### src/rtl/dmem_input_reader_pkg.sv
// Shared definitions for the data-memory input reader peripheral.
// Contents:
//   reg_sel_e  - word offset of each register inside the 4-word window
//   ID_VALUE   - constant returned by the ID register ("BIN1")
//   COUNT_W    - width of the press counter
//   popcount() - number of set bits in an 8-bit vector
package dmem_input_reader_pkg;

  typedef enum logic [1:0] {
    OFF_STATUS = 2'd0,
    OFF_EVENT  = 2'd1,
    OFF_COUNT  = 2'd2,
    OFF_ID     = 2'd3
  } reg_sel_e;

  localparam logic [31:0] ID_VALUE = 32'h4249_4E31;
  localparam int          COUNT_W  = 16;

  function automatic logic [3:0] popcount(input logic [7:0] v);
    logic [3:0] n;
    n = 4'd0;
    for (int i = 0; i < 8; i++) begin
      n = n + {3'd0, v[i]};
    end
    return n;
  endfunction

endpackage

### src/rtl/dmem_input_reader_if.sv
// CPU data-memory bus as seen by a memory-mapped peripheral.
// Signals:
//   MEM_ADDR_BUS    - word address driven by the CPU
//   MEM_READ_WRN    - 1 = read, 0 = write
//   MEM_WR_DATA_BUS - write data driven by the CPU
//   RD_DATA_BUS     - read data returned by the peripheral
//   HIT             - peripheral claims the current address
// Modports: master = CPU side, slave = peripheral side.
interface dmem_input_reader_if;
  logic [31:0] MEM_ADDR_BUS;
  logic        MEM_READ_WRN;
  logic [31:0] MEM_WR_DATA_BUS;
  logic [31:0] RD_DATA_BUS;
  logic        HIT;

  modport master (
    output MEM_ADDR_BUS, MEM_READ_WRN, MEM_WR_DATA_BUS,
    input  RD_DATA_BUS, HIT
  );

  modport slave (
    input  MEM_ADDR_BUS, MEM_READ_WRN, MEM_WR_DATA_BUS,
    output RD_DATA_BUS, HIT
  );
endinterface

### src/rtl/dmem_input_reader_debouncer.sv
// input_debouncer: one raw asynchronous input -> clean debounced level.
// A 2-flop synchroniser feeds a counter that runs while the synced value
// disagrees with the current level; DEBOUNCE_CYCLES consecutive
// disagreeing cycles are needed before the level flips.
// Ports:
//   CK_REF  - system clock
//   RST_N   - asynchronous active-low reset
//   raw_in  - raw asynchronous input
//   level   - debounced level
module input_debouncer #(
  parameter int DEBOUNCE_CYCLES = 1000000
) (
  input  logic CK_REF,
  input  logic RST_N,
  input  logic raw_in,
  output logic level
);

  localparam int                CNT_W   = $clog2(DEBOUNCE_CYCLES);
  localparam logic [CNT_W-1:0]  CNT_MAX = CNT_W'(DEBOUNCE_CYCLES - 1);

  logic             sync_p0;
  logic             sync_p1;
  logic [CNT_W-1:0] cnt_p2;
  logic             level_p2;

  always_ff @(posedge CK_REF or negedge RST_N) begin
    if (!RST_N) begin
      sync_p0  <= 1'b0;
      sync_p1  <= 1'b0;
      cnt_p2   <= '0;
      level_p2 <= 1'b0;
    end else begin
      // synchroniser stages
      sync_p0 <= raw_in;
      sync_p1 <= sync_p0;
      // debounce stage: any agreement restarts the stability window
      if (sync_p1 == level_p2) begin
        cnt_p2 <= '0;
      end else if (cnt_p2 == CNT_MAX) begin
        level_p2 <= sync_p1;
        cnt_p2   <= '0;
      end else begin
        cnt_p2 <= cnt_p2 + 1'b1;
      end
    end
  end

  assign level = level_p2;

endmodule

### src/rtl/dmem_input_reader.sv
// dmem_input_reader: read-side memory-mapped peripheral for buttons and
// switches. Debounces every input, latches button-press events (W1C) and
// counts presses. Four word registers from BASE_ADDR: STATUS, EVENT,
// COUNT, ID.
// Ports:
//   CK_REF        - system clock
//   RST_N         - asynchronous active-low reset
//   BTN_IN        - raw buttons, active-high
//   SW_IN         - raw switches
//   bus           - CPU data-memory bus (slave side)
//   EVENT_PENDING - registered OR of all EVENT bits
module dmem_input_reader
  import dmem_input_reader_pkg::*;
#(
  parameter logic [31:0] BASE_ADDR       = 32'h0000_0004,
  parameter int          N_BTN           = 4,
  parameter int          N_SW            = 4,
  parameter int          DEBOUNCE_CYCLES = 1000000
) (
  input  logic                 CK_REF,
  input  logic                 RST_N,
  input  logic [N_BTN-1:0]     BTN_IN,
  input  logic [N_SW-1:0]      SW_IN,
  dmem_input_reader_if.slave   bus,
  output logic                 EVENT_PENDING
);

  logic [N_BTN-1:0]   btn_db;
  logic [N_SW-1:0]    sw_db;
  logic [N_BTN-1:0]   btn_db_prev;
  logic [N_BTN-1:0]   btn_rise;
  logic [N_BTN-1:0]   event_q;
  logic [COUNT_W-1:0] count_q;
  logic               pending_q;
  logic [31:0]        addr_off;
  logic               hit;
  reg_sel_e           sel;
  logic               wr_strobe;
  logic               unused_wdata;

  for (genvar i = 0; i < N_BTN; i++) begin : g_btn
    input_debouncer #(.DEBOUNCE_CYCLES(DEBOUNCE_CYCLES)) u_db (
      .CK_REF (CK_REF),
      .RST_N  (RST_N),
      .raw_in (BTN_IN[i]),
      .level  (btn_db[i])
    );
  end

  for (genvar i = 0; i < N_SW; i++) begin : g_sw
    input_debouncer #(.DEBOUNCE_CYCLES(DEBOUNCE_CYCLES)) u_db (
      .CK_REF (CK_REF),
      .RST_N  (RST_N),
      .raw_in (SW_IN[i]),
      .level  (sw_db[i])
    );
  end

  // Unsigned wrap makes addresses below BASE_ADDR land far outside the window.
  assign addr_off  = bus.MEM_ADDR_BUS - BASE_ADDR;
  assign hit       = (addr_off < 32'd4);
  assign sel       = reg_sel_e'(addr_off[1:0]);
  assign wr_strobe = hit && !bus.MEM_READ_WRN;
  assign btn_rise  = btn_db & ~btn_db_prev;
  assign unused_wdata = ^bus.MEM_WR_DATA_BUS;

  // event/count stage: a rise sets its bit even when the same write clears it,
  // and a COUNT write takes priority over presses in that cycle
  always_ff @(posedge CK_REF or negedge RST_N) begin
    if (!RST_N) begin
      btn_db_prev <= '0;
      event_q     <= '0;
      count_q     <= '0;
      pending_q   <= 1'b0;
    end else begin
      btn_db_prev <= btn_db;
      pending_q   <= |event_q;
      if (wr_strobe && sel == OFF_EVENT) begin
        event_q <= (event_q & ~bus.MEM_WR_DATA_BUS[N_BTN-1:0]) | btn_rise;
      end else begin
        event_q <= event_q | btn_rise;
      end
      if (wr_strobe && sel == OFF_COUNT) begin
        count_q <= bus.MEM_WR_DATA_BUS[COUNT_W-1:0];
      end else begin
        count_q <= count_q + COUNT_W'(popcount(8'(btn_rise)));
      end
    end
  end

  always_comb begin
    bus.RD_DATA_BUS = 32'd0;
    if (hit) begin
      case (sel)
        OFF_STATUS: begin
          bus.RD_DATA_BUS[N_BTN-1:0] = btn_db;
          bus.RD_DATA_BUS[16 +: N_SW] = sw_db;
        end
        OFF_EVENT: bus.RD_DATA_BUS[N_BTN-1:0]   = event_q;
        OFF_COUNT: bus.RD_DATA_BUS[COUNT_W-1:0] = count_q;
        default:   bus.RD_DATA_BUS              = ID_VALUE;
      endcase
    end
  end

  assign bus.HIT       = hit;
  assign EVENT_PENDING = pending_q;

endmodule

### src/flat_wrapper.sv
// flat-port wrapper written by rule: the top's interface ports become plain ports
module dmem_input_reader_flat import dmem_input_reader_pkg::*;
#(
  parameter logic [31:0] BASE_ADDR       = 32'h0000_0004,
  parameter int          N_BTN           = 4,
  parameter int          N_SW            = 4,
  parameter int          DEBOUNCE_CYCLES = 1000000
)
  (CK_REF, RST_N, BTN_IN, SW_IN, EVENT_PENDING, bus_MEM_ADDR_BUS, bus_MEM_READ_WRN, bus_MEM_WR_DATA_BUS, bus_RD_DATA_BUS, bus_HIT);
  dmem_input_reader_if bus_i ();
  input  logic CK_REF;
  input  logic RST_N;
  input  logic [N_BTN-1:0] BTN_IN;
  input  logic [N_SW-1:0] SW_IN;
  output logic EVENT_PENDING;
  input wire logic [$bits(bus_i.MEM_ADDR_BUS)-1:0] bus_MEM_ADDR_BUS;
  input wire logic [$bits(bus_i.MEM_READ_WRN)-1:0] bus_MEM_READ_WRN;
  input wire logic [$bits(bus_i.MEM_WR_DATA_BUS)-1:0] bus_MEM_WR_DATA_BUS;
  output wire logic [$bits(bus_i.RD_DATA_BUS)-1:0] bus_RD_DATA_BUS;
  output wire logic [$bits(bus_i.HIT)-1:0] bus_HIT;
  assign bus_i.MEM_ADDR_BUS = bus_MEM_ADDR_BUS;
  assign bus_i.MEM_READ_WRN = bus_MEM_READ_WRN;
  assign bus_i.MEM_WR_DATA_BUS = bus_MEM_WR_DATA_BUS;
  assign bus_RD_DATA_BUS = bus_i.RD_DATA_BUS;
  assign bus_HIT = bus_i.HIT;
  dmem_input_reader #(.BASE_ADDR(BASE_ADDR), .N_BTN(N_BTN), .N_SW(N_SW), .DEBOUNCE_CYCLES(DEBOUNCE_CYCLES)) u_core (.CK_REF(CK_REF), .RST_N(RST_N), .BTN_IN(BTN_IN), .SW_IN(SW_IN), .bus(bus_i), .EVENT_PENDING(EVENT_PENDING));
endmodule
### config.mk
export PLATFORM = sky130hd
export DESIGN_NAME = dmem_input_reader_flat
export DESIGN_NICKNAME = d
export VERILOG_FILES = /design/src/rtl/dmem_input_reader_pkg.sv /design/src/rtl/dmem_input_reader_if.sv /design/src/rtl/dmem_input_reader_debouncer.sv /design/src/rtl/dmem_input_reader.sv /design/src/flat_wrapper.sv
export SDC_FILE = /design/constraint.sdc
export NUM_CORES = 1
export LEC_CHECK = 0
export CORE_UTILIZATION = 55
export DETAILED_ROUTE_END_ITERATION = 6
export MAX_ROUTING_LAYER = met4
export PLACE_DENSITY = 0.78
export SYNTH_ARGS = -nofsm -noshare
export SYNTH_HDL_FRONTEND = slang
export SYNTH_SLANG_ARGS = --single-unit
### constraint.sdc
create_clock -name CK_REF -period 3.5 [get_ports CK_REF]
set_input_delay 0.525 -clock CK_REF [delete_from_list [all_inputs] [get_ports CK_REF]]
set_output_delay 0.525 -clock CK_REF [all_outputs]
set_load 0.02 [all_outputs]
==> impl_metrics.env, run 1 <==
export IMPL_status="finished with violations"
export IMPL_violations="negative setup slack"
export IMPL_postCtsHoldBufs=0
export IMPL_layoutNonFillerInstCount=1438
export IMPL_reg_top3="u_core.g_btn.u_db.cnt_p2: 80 flops, u_core.g_sw.u_db.cnt_p2: 80 flops, u_core.count_q: 16 flops"
export IMPL_p_leak_nw=5.564
export IMPL_grt_start_max_net_pins=96
export IMPL_synth_cell_type_count=56
export IMPL_cts_tree="yes"
export IMPL_clk_latency_ns=0.50
export IMPL_syn_to_final_growth_pct=20.68
export IMPL_slowest_delay_ns=0.56
export IMPL_cp_required_ns=2.97
export IMPL_syn_area_um2=10470
export IMPL_clk_path_buf_depth=3
export IMPL_crit_family="simple AND/OR/NAND/NOR gates"
export IMPL_start_util=0.5595
export IMPL_yosysSeqAreaShare=0.4998
export IMPL_post_dp_cell_area_um2=11760
export IMPL_min_period_over_period=1.011
export IMPL_die_h_um=139.9
export IMPL_crit_chain="buf_6 -> or4_4 -> or3_4 -> or4_4 -> nand4b_1 -> buf_4 -> buf_6 -> buf_12 -> buf_6 -> nor4_4 -> buf_4"
export IMPL_max_freq_mhz=282.6
export IMPL_dieArea_um2=19580
export IMPL_crit_top_cell="buf_6"
export IMPL_core_area_um2=18710
export IMPL_max_slew_margin=0.4846
export IMPL_ys_ff_latch=209
export IMPL_synth_area_leaders="dfrtp_1 (50%), xor2_1 (8.0%), nor2_1 (7.3%), xnor2_1 (5.7%), nand3_1 (4.0%)"
export IMPL_drc_errors=0
export IMPL_maxSlewViolCount=0
export IMPL_async_reset_ff_frac=1.000
export IMPL_synth_top_cell_by_area="dfrtp_1"
export IMPL_hold_viol=0
export IMPL_n_fill_cell=1403
export IMPL_synth_top_area_share=0.4998
export IMPL_fin_nets=1283
export IMPL_antenna_found_initial=4
export IMPL_drtAntennaViolNets=0
export IMPL_worstPathArrival_ns=3.01
export IMPL_grt_usage=0.2370
export IMPL_wl_um=22240
export IMPL_hp_class="input pin to async pin"
export IMPL_ys_warn_count=0
export IMPL_io_pins=109
export IMPL_cts_sinks=209
export IMPL_start_kind="input pin"
export IMPL_path_clk_slew_ns=0.06
export IMPL_fin_area_um2=12630
export IMPL_tightest_slew_ns=0.7731
export IMPL_cap_viol_max_count=0
export IMPL_path_class="input pin to output port"
export IMPL_grt_first_pass_wirelength_um=36980
export IMPL_grt_pass1_vias=7864
export IMPL_dp_hpwl_um=14640
export IMPL_peakVddDrop_v=0.0003124
export IMPL_setup_viol=1
export IMPL_first_pass_iters=4
export IMPL_critPathSlowestCell="or4_4"
export IMPL_drt_initial_drc_count=456
export IMPL_grt_overflow_total=0
export IMPL_avgSynthCellArea_um2=9.873
export IMPL_timing_final_ws_setup_ns=-0.03813
export IMPL_finalPower_mw=4.921
export IMPL_place_inst=1387
export IMPL_detail_route_wl_per_cell_um=15.46
export IMPL_layout_drive_gt1_share=0.1475
export IMPL_rows=50
export IMPL_end_kind="output port"
export IMPL_viasPerCell=5.546
export IMPL_synth_enable_flop_cells=0
export IMPL_port_buffers=83
export IMPL_place_congestion=0.8458
export IMPL_syn_inst=1060
export IMPL_rsz0062_at_grt="yes"
export IMPL_cts_buffers=22
export IMPL_fin_crit_ns=3.538
export IMPL_fin_worst_skew_ns=0.01184
export IMPL_cp_buffers_inverters=6
export IMPL_power_density_nw_per_um2=389.7
export IMPL_die_w_um=139.9
export IMPL_cts_root_buf="clkbuf_16"
export IMPL_htreeDepth=1
export IMPL_vias=7975
export IMPL_cp_max_fo=6
export IMPL_ys_flop_type="dfrtp_1"
-- routing by layer --
metal  global-route usage  wire [um]  vias to the layer above
met5                    -          0                        -
met4              0.07172        490                        0
met3              0.04855       1035                       38
met2               0.3734      10760                      164
met1               0.3100       9950                     3919
li1                     -          -                     3854
-- power breakdown --
group / switching, mW / internal [mW] / total (mW)
clock network: 0.899 / 1.25 / 2.15
registers: 0.0284 / 2.45 / 2.48
logic: 0.167 / 0.125 / 0.292
total: 1.10 / 3.83 / 4.92
-- path summary, 6_finish.rpt --
| kind | from | end | slack [ns] | cells past startpoint |
|---|---|---|---|---|
| min in group CK_REF | u_core.g_btn[2].u_db.sync_p0$_DFF_PN0_ | u_core.g_btn[2].u_db.sync_p1$_DFF_PN0_ | 0.35 | 0 |
| min reg2reg | u_core.g_btn[2].u_db.sync_p0$_DFF_PN0_ | u_core.g_btn[2].u_db.sync_p1$_DFF_PN0_ | 0.35 | 0 |
| max in group asynchronous | RST_N | u_core.g_btn[2].u_db.sync_p0$_DFF_PN0_ | 2.43 | 2 |
| max | bus_MEM_ADDR_BUS[2] | bus_RD_DATA_BUS[2] | -0.04 | 11 |
| max reg2reg | u_core.g_btn[1].u_db.level$_DFFE_PN0P_ | u_core.count_q[9]$_DFF_PN0_ | 0.22 | 14 |
| min | RST_N | u_core.g_sw[0].u_db.cnt_p2[12]$_DFF_PN0_ | 0.07 | 1 |
-- cells in the mapped netlist, drive strengths merged, types with 2 or more instances --
library cell    n
nand3          84
or2             9
ha             18
a31oi           2
buf            16
xor2           96
clkbuf         23
o21ai          11
nand4b          2
nand3b          3
xnor2          68
nor4           34
a21o            2
nor3           32
nand4          29
nor4b           9
inv            39
a21oi          14
o31ai           3
mux2           22
dfrtp         209
or4             7
and4b           4
nor2          204
nor4bb          5
a22oi           3
or3             5
nand2          58
and4           11
a222oi          3
nor2b           3
and2            3
fa              2
nand2b          4
and3           14
nor3b           2
-- layout make-up --
class,count,area (um2),area share
sequential,209,5230,0.4141
multi-input combinational,781,5066,0.4011
timing repair buffer,135,1222,0.09679
clock buffer,30,631.9,0.05003
tap,234,292.8,0.02318
inverter,39,146.4,0.01159
clock inverter,6,30.03,0.002378
antenna,4,10.01,0.0007926
-- kinds of logic after synthesis --
| family | after synthesis | synth area share |
|---|---|---|
| and+or+nand+nor | 523 | 0.2477 |
| DFF | 209 | 0.4998 |
| xor gates and xnor gates | 164 | 0.1373 |
| buffers and inverters | 78 | 0.03527 |
| AOI/OAI and AO/OA | 43 | 0.02702 |
| muxes | 22 | 0.02726 |
| adders and majority gates | 20 | 0.02535 |
| other | 1 | 0.0003583 |
-- per-stage QoR --
step             util  hold WS (ns)  TNS [ns]  worst slack, ns
6_report       0.6752       0.07475  -0.03813         -0.03813
4_1_cts        0.6692        0.1243         0         0.002997
2_1_floorplan       -        0.2294         0          0.01168
3_3_place_gp   0.6286        0.3323    -15.43          -0.5779
3_5_place_dp   0.6286        0.3355    -17.60          -0.6444
5_1_grt        0.6752        0.1506   -0.7259         -0.06069
-- layout by cell type (no fill, tap or decap), types with 24 or more instances in the layout --
master,n
buf_2,24
nor4_1,26
nor3_1,28
buf_4,44
dfrtp_1,209
xnor2_1,68
xor2_1,96
nand2_1,57
clkdlybuf4s50_1,47
clkbuf_16,24
nor2_1,204
inv_1,39
nand4_1,29
nand3_1,83
-- repair_timing --
action                                  in CTS  in global routing
pin swaps                                   12                  8
setup buffers                                7                  1
endpoints found under the setup margin      24                 23
gates cloned                                 2                  1
resized for setup                          165                 23
(Power assumes the default switching activity.)
==> run 2: changes to the inputs <==
CAP_MARGIN = 30   (was unset)
CORE_MARGIN = 4   (was unset)
clock period = 4.15 ns   (was 3.5 ns; I/O delays follow)
==> run 2 against run 1 <==
Net effect:
- the run now ends clean
- clock skew increased by 0.010 ns
- first-iteration DRC count increased by 5.7%
- die area increased by 8.8%
- sequential share of layout area increased by 0.85 points
- total power decreased by 13%
- critical path type unchanged
- highest routed layer unchanged
==> impl_metrics.env, run 2 (synthesis results as in run 1) <==
export IMPL_hp_class="flip-flop to flip-flop"
export IMPL_detail_route_wl_per_cell_um=14.87
export IMPL_grt_overflow_total=0
export IMPL_max_freq_mhz=248.4
export IMPL_layout_drive_gt1_share=0.08744
export IMPL_cts_buffers=23
export IMPL_clk_path_buf_depth=3
export IMPL_cp_required_ns=3.53
export IMPL_cp_max_fo=22
export IMPL_setup_viol=0
export IMPL_antenna_found_initial=2
export IMPL_grt_usage=0.2035
export IMPL_die_h_um=145.9
export IMPL_seq_area_um2=5230
export IMPL_timing_final_ws_setup_ns=0.1237
export IMPL_power_density_nw_per_um2=347.8
export IMPL_io_pins=109
export IMPL_r2r_start="u_core.g_btn[0].u_db.level$_DFFE_PN0P_"
export IMPL_max_slew_margin=0.4890
export IMPL_peakVddDrop_v=0.0004313
export IMPL_min_period_over_period=0.9702
export IMPL_tightest_slew_ns=0.7665
export IMPL_start_kind="input pin"
export IMPL_cts_root_buf="clkbuf_16"
export IMPL_fin_area_um2=12380
export IMPL_rows=50
export IMPL_reg_top3="u_core.g_btn.u_db.cnt_p2: 80 flops, u_core.g_sw.u_db.cnt_p2: 80 flops, u_core.count_q: 16 flops"
export IMPL_die_w_um=145.9
export IMPL_clk_latency_ns=0.52
export IMPL_cap_viol_max_count=0
export IMPL_first_pass_iters=5
export IMPL_hold_viol=0
export IMPL_dieArea_um2=21300
export IMPL_grt_start_max_net_pins=122
export IMPL_fin_worst_skew_ns=0.02198
export IMPL_grt_first_pass_wirelength_um=36110
export IMPL_worstPathArrival_ns=3.40
export IMPL_syn_to_final_growth_pct=18.27
export IMPL_dpl_worst_slack_ns=-0.1453
export IMPL_multiInputGateArea_um2=4901
export IMPL_worstReg2RegEnd="u_core.count_q[15]$_DFF_PN0_"
export IMPL_core_area_um2=18710
export IMPL_viasPerCell=5.497
export IMPL_place_congestion=0.8143
export IMPL_status="completed"
export IMPL_setup_tns_ns=0
export IMPL_dp_hpwl_um=14580
export IMPL_utilization=0.6617
export IMPL_fin_crit_ns=4.026
export IMPL_grt_pass1_vias=7593
export IMPL_post_dp_cell_area_um2=11620
export IMPL_end_kind="output port"
export IMPL_drc_errors=0
export IMPL_fin_nets=1258
export IMPL_wl_um=21020
export IMPL_port_buffers=83
export IMPL_vias=7773
export IMPL_finalPower_mw=4.305
export IMPL_rsz0062_at_grt="no"
export IMPL_htreeDepth=1
export IMPL_crit_path_start="bus_MEM_ADDR_BUS[13]"
export IMPL_start_util=0.5595
export IMPL_p_leak_nw=5.424
export IMPL_ff2ff_path_depth=13
export IMPL_cts_setup_buffers=0
export IMPL_crit_end="bus_RD_DATA_BUS[15]"
export IMPL_maxSlewViolCount=0
export IMPL_layout_common_cells="dfrtp_1 (209), nor2_1 (204), xor2_1 (96), nand3_1 (84), xnor2_1 (68)"
export IMPL_path_class="input pin to output port"
export IMPL_ff2ff_setup_slack_ns=0.68
export IMPL_cts_tree="yes"
export IMPL_drtAntennaViolNets=0
export IMPL_path_clk_slew_ns=0.06
export IMPL_drt_initial_drc_count=482
export IMPL_n_fill_cell=1465
export IMPL_final_common_cell="dfrtp_1"
export IMPL_cts_sinks=209
==> run 2: cell count changes in the layout (fill, tap and decap cells not counted), sizes merged, moves of 2 or more <==
cell	delta
clkdlybuf4s15	-2
dlygate4sd2	+20
buf	-54
inv	+2
diode	-2
clkdlybuf4s50	+11
==> run 2: worst min path at each step <==
stage / startpoint / endpoint / cells after the start
floorplan: RST_N / u_core.EVENT_PENDING$_DFF_PN0_ / 0
global placement: u_core.g_btn[2].u_db.sync_p0$_DFF_PN0_ / u_core.g_btn[2].u_db.sync_p1$_DFF_PN0_ / 0
detailed placement: u_core.g_btn[0].u_db.sync_p0$_DFF_PN0_ / u_core.g_btn[0].u_db.sync_p1$_DFF_PN0_ / 0
CTS: RST_N / u_core.g_btn[0].u_db.cnt_p2[4]$_DFF_PN0_ / 1
global route: u_core.g_btn[2].u_db.sync_p0$_DFF_PN0_ / u_core.g_btn[2].u_db.sync_p1$_DFF_PN0_ / 0
finish: u_core.g_sw[3].u_db.sync_p0$_DFF_PN0_ / u_core.g_sw[3].u_db.sync_p1$_DFF_PN0_ / 0
==> run 2: area by class of cell <==
type                    count  share of cell area
flip-flops and latches    209              0.4226
clock buffers              32             0.05408
inverters                  39             0.01183
well taps                 234             0.02366
clock inverters             8            0.005863
multi-input cells         781              0.3960
repair buffers            109             0.08562
diodes                      2           0.0004044
==> run 2: metal layers <==
metal,share of wire,track usage
met1,0.45,0.2713
met2,0.49,0.3301
met3,0.045,0.03768
met4,0.017,0.04131
met5,0,-
==> run 2: critical path, cell delays in order <==
cell	delay (ns)
clkdlybuf4s50_1	0.41
or4_1	0.56
or3_4	0.38
or4_2	0.64
nand4b_1	0.17
buf_12	0.19
nor4_1	0.06
dlygate4sd2_1	0.35
==> run 2: repair_timing <==
action | 4_1_cts | 5_1_grt
setup endpoints to repair | 24 | 2
hold endpoints to repair | 0 | 2
gates resized for setup | 24 | 1
hold buffers | 0 | 1
==> run 2: power by group <==
part	internal, mW	switching [mW]
clock network	1.19	0.799
logic	0.101	0.131
registers	2.07	0.0240
==> run 2: per-stage QoR <==
stage | hold slack (ns) | instances
after CTS | 0.2955 | 1410
after global placement | 0.3322 | 1370
after floorplan | 0.3269 | 1068
final | 0.3454 | 1414
after global routing | 0.3503 | 1414
after detailed placement | 0.3347 | 1370
==> RTL edit 1, RTL diff (flow settings as in run 1) <==
`N_SW` is set to 4 in 2 places; all go to 6.
--- a/src/rtl/dmem_input_reader.sv
+++ b/src/rtl/dmem_input_reader.sv
@@ -14,7 +14,7 @@
 #(
   parameter logic [31:0] BASE_ADDR       = 32'h0000_0004,
   parameter int          N_BTN           = 4,
-  parameter int          N_SW            = 4,
+  parameter int          N_SW            = 6,
   parameter int          DEBOUNCE_CYCLES = 1000000
 ) (
   input  logic                 CK_REF,
--- a/src/flat_wrapper.sv
+++ b/src/flat_wrapper.sv
@@ -3,7 +3,7 @@
 #(
   parameter logic [31:0] BASE_ADDR       = 32'h0000_0004,
   parameter int          N_BTN           = 4,
-  parameter int          N_SW            = 4,
+  parameter int          N_SW            = 6,
   parameter int          DEBOUNCE_CYCLES = 1000000
 )
   (CK_REF, RST_N, BTN_IN, SW_IN, EVENT_PENDING, bus_MEM_ADDR_BUS, bus_MEM_READ_WRN, bus_MEM_WR_DATA_BUS, bus_RD_DATA_BUS, bus_HIT);
Interface: changed (resized SW_IN); port bits go from 109 to 111. The function was not compared with the original's and may differ.
==> RTL edit 1 against run 1 <==
Clock power is 38% higher; power is 27% higher; fmax grew 4.3%; sequential cell count is 46 higher; cell area up 15%; synthesized area is 18% higher; count of clock-buffer cells in the layout rose by 9; worst setup slack better by 150 ps; wire length up 9.2%; largest power group unchanged.
==> RTL edit 1: results (changes against run 1) <==
DR pass1 iterations: 6 (+2)
Largest regs: u_core.g_sw.u_db.cnt_p2 x120, u_core.g_btn.u_db.cnt_p2 x80, u_core.count_q x16
met1 usage: 0.303 (-0.00670)
Lkg Pwr: 0.00651 µW (+17%)
hpwl dp: 16500 µm (+13%)
Non-CTS buffers: 110 (-19%)
Num CTS Buffers: 28 (+27%)
wire length per cell: 15.0 µm (-3.1%)
ClkCell Share: 0.0643 (+0.0119)
routability congestion estimate: 0.859 (+1.5%)
register area share after synthesis: 0.519 (+0.0191)
fraction of area in multi-input gates: 0.390 (-0.0107)
via count: 8720 (+9.3%)
Synth cell types: 48 (-14%)
status: completed
Final non-clock buffer share: 0.0734 (-0.0234)
Max stage delay on crit path: 470 ps (-90 ps)
Placement Cell Area: 0.0136 mm² (+15%)
worst-skew pair later-pin latency: 540 ps (+40 ps)
fmax: 295 MHz (+4.3%)
Slowest cell on crit path: a21oi_1
Multi-In Gates: 895 (+15%)
GRT met3 Usage: 0.0344 (-0.0141)
maximum vdd drop: 0.000429 V (+37%)
first-pass GRT wire length: 41700 µm (+13%)
## RTL edit 1: power by group
part | switching [µW] | internal [µW] | total [µW]
Sequential | 34.6 | 2990 | 3020
Clock | 1130 | 1820 | 2960
Combinational | 170 | 116 | 285
Total | 1340 | 4930 | 6270
## RTL edit 1: kinds of logic (layout without fill, tap and decap cells)
family,Yosys count,in the layout,synth area share
and+or+nand+nor,599,599,0.241
DFF,255,255,0.519
xor gates and xnor gates,197,197,0.140
buffers and inverters,66,189,0.0242
AOI/OAI and AO/OA,43,43,0.0238
muxes,27,27,0.0277
adders and majority gates,22,22,0.0236
other,1,8,0.000305
## RTL edit 1: per-stage QoR
stage	TNS, ps	instances	power (µW)
after floorplan	0	1216	3190
after global placement	-4310	1569	3360
after detailed placement	-5390	1569	3360
after CTS	-73.2	1619	6330
after global routing	0	1620	6480
final	0	1620	6270
==> RTL edit 2, RTL diff (config.mk and constraints of run 1) <==
Without the edit above. Reset style: synchronous (`RST_N`), changed in 2 clocked blocks. Comments in the files are not updated.
--- a/src/rtl/dmem_input_reader_debouncer.sv
+++ b/src/rtl/dmem_input_reader_debouncer.sv
@@ -24,7 +24,7 @@
   logic [CNT_W-1:0] cnt_p2;
   logic             level_p2;
 
-  always_ff @(posedge CK_REF or negedge RST_N) begin
+  always_ff @(posedge CK_REF) begin
     if (!RST_N) begin
       sync_p0  <= 1'b0;
       sync_p1  <= 1'b0;
--- a/src/rtl/dmem_input_reader.sv
+++ b/src/rtl/dmem_input_reader.sv
@@ -66,7 +66,7 @@
 
   // event/count stage: a rise sets its bit even when the same write clears it,
   // and a COUNT write takes priority over presses in that cycle
-  always_ff @(posedge CK_REF or negedge RST_N) begin
+  always_ff @(posedge CK_REF) begin
     if (!RST_N) begin
       btn_db_prev <= '0;
       event_q     <= '0;
Behaviour: differs if RST_N is asserted again (counterexample within 4 cycles, from zero or initial values and one cycle with RST_N low); with RST_N held inactive, the same outputs for 10 cycles.
==> RTL edit 2 against run 1 <==
Combinational power decreased by 49%; sequential cell count stayed put; cell area is 12% lower; worst setup slack gained 160 ps; wire length fell by 18%; power up 4.6%; global-route usage down 1.9 points; synthesized area is 11% lower.
==> RTL edit 2: results (changes against run 1) <==
status: completed
reg2reg end: u_core.count_q[12]$_SDFF_PN0_
Place WS: -34.7 ps (+610 ps)
first-pass GRT wire length: 31100 µm (-16%)
multi-input logic area: 0.00485 mm² (-4.2%)
RR Startpoint: u_core.g_btn[0].u_db.level$_SDFFE_PN0P_
GRT met3 Usage: 0.0331 (-0.0155)
GRT Util Overall: 0.218 (-0.0191)
Critical Path AT: 2860 ps (-150 ps)
area grow syn2layout: 19.5%
asr flop ratio synth: 0 (-1.00)
top post-synthesis cells by count: nor2_1, dfxtp_1, xnor2_1
Worst R2R Path Depth: 12 (-2)
met1 usage: 0.278 (-0.0322)
Top FF cell, synth: dfxtp_1
Lkg Pwr: 0.00400 µW (-28%)
Synth cell types: 47 (-16%)
switching power: 1010 µW (-8.1%)
Final non-clock buffer share: 0.0826 (-0.0142)
Synth area leaders: dfxtp_1, nor2_1, xnor2_1, xor2_1, nand3_1
WL met3: 588 µm (-43%)
share of power burned in registers: 0.466 (-0.037)
Slowest cell on crit path: clkdlybuf4s50_1
Layout Skew: 11.3 ps (-0.510 ps)
number of global-route vias before repair: 6855 (-13%)
Non-Filler Instances: 1398 (-2.8%)
Gate Count Post-Synth: 1079 (+1.8%)
post-layout minimum cycle time: 3380 ps (-157 ps)
CP delay by family, top: buffers and inverters
Max FO, Critical Path: 5 (-1)
Antenna diodes: 0 (-4)
Routed met1 length: 8710 µm (-12%)
via count: 7307 (-8.4%)
-- RTL edit 2: cell count changes in the layout (fill, tap and decap cells not counted), sizes merged, moves of 12 or more --
cell / change
mux2: -22
and2: +18
dfxtp: +209
clkdlybuf4s50: +14
buf: -68
and3: +13
dfrtp: -209
nand3: -18
nor2: +22
nand2: +12
xnor2: +15
xor2: -14
-- RTL edit 2: what timing repair did --
item	4_1_cts	5_1_grt
setup endpoints to repair	12	10
pin swaps	0	0
resized for setup	12	10
endpoints found under the hold margin	0	0
-- RTL edit 2: logic make-up (layout without fill, tap and decap cells) --
family                     Yosys count  count (layout)  synth area share
adders and majority gates           20              20            0.0284
AOI/OAI and AO/OA                   51              51            0.0340
buffers and inverters               72             163            0.0365
other                                1               9          0.000401
muxes                               11              11            0.0118
DFF                                209             209             0.447
and+or+nand+nor                    550             550             0.287
xor gates and xnor gates           165             165             0.155
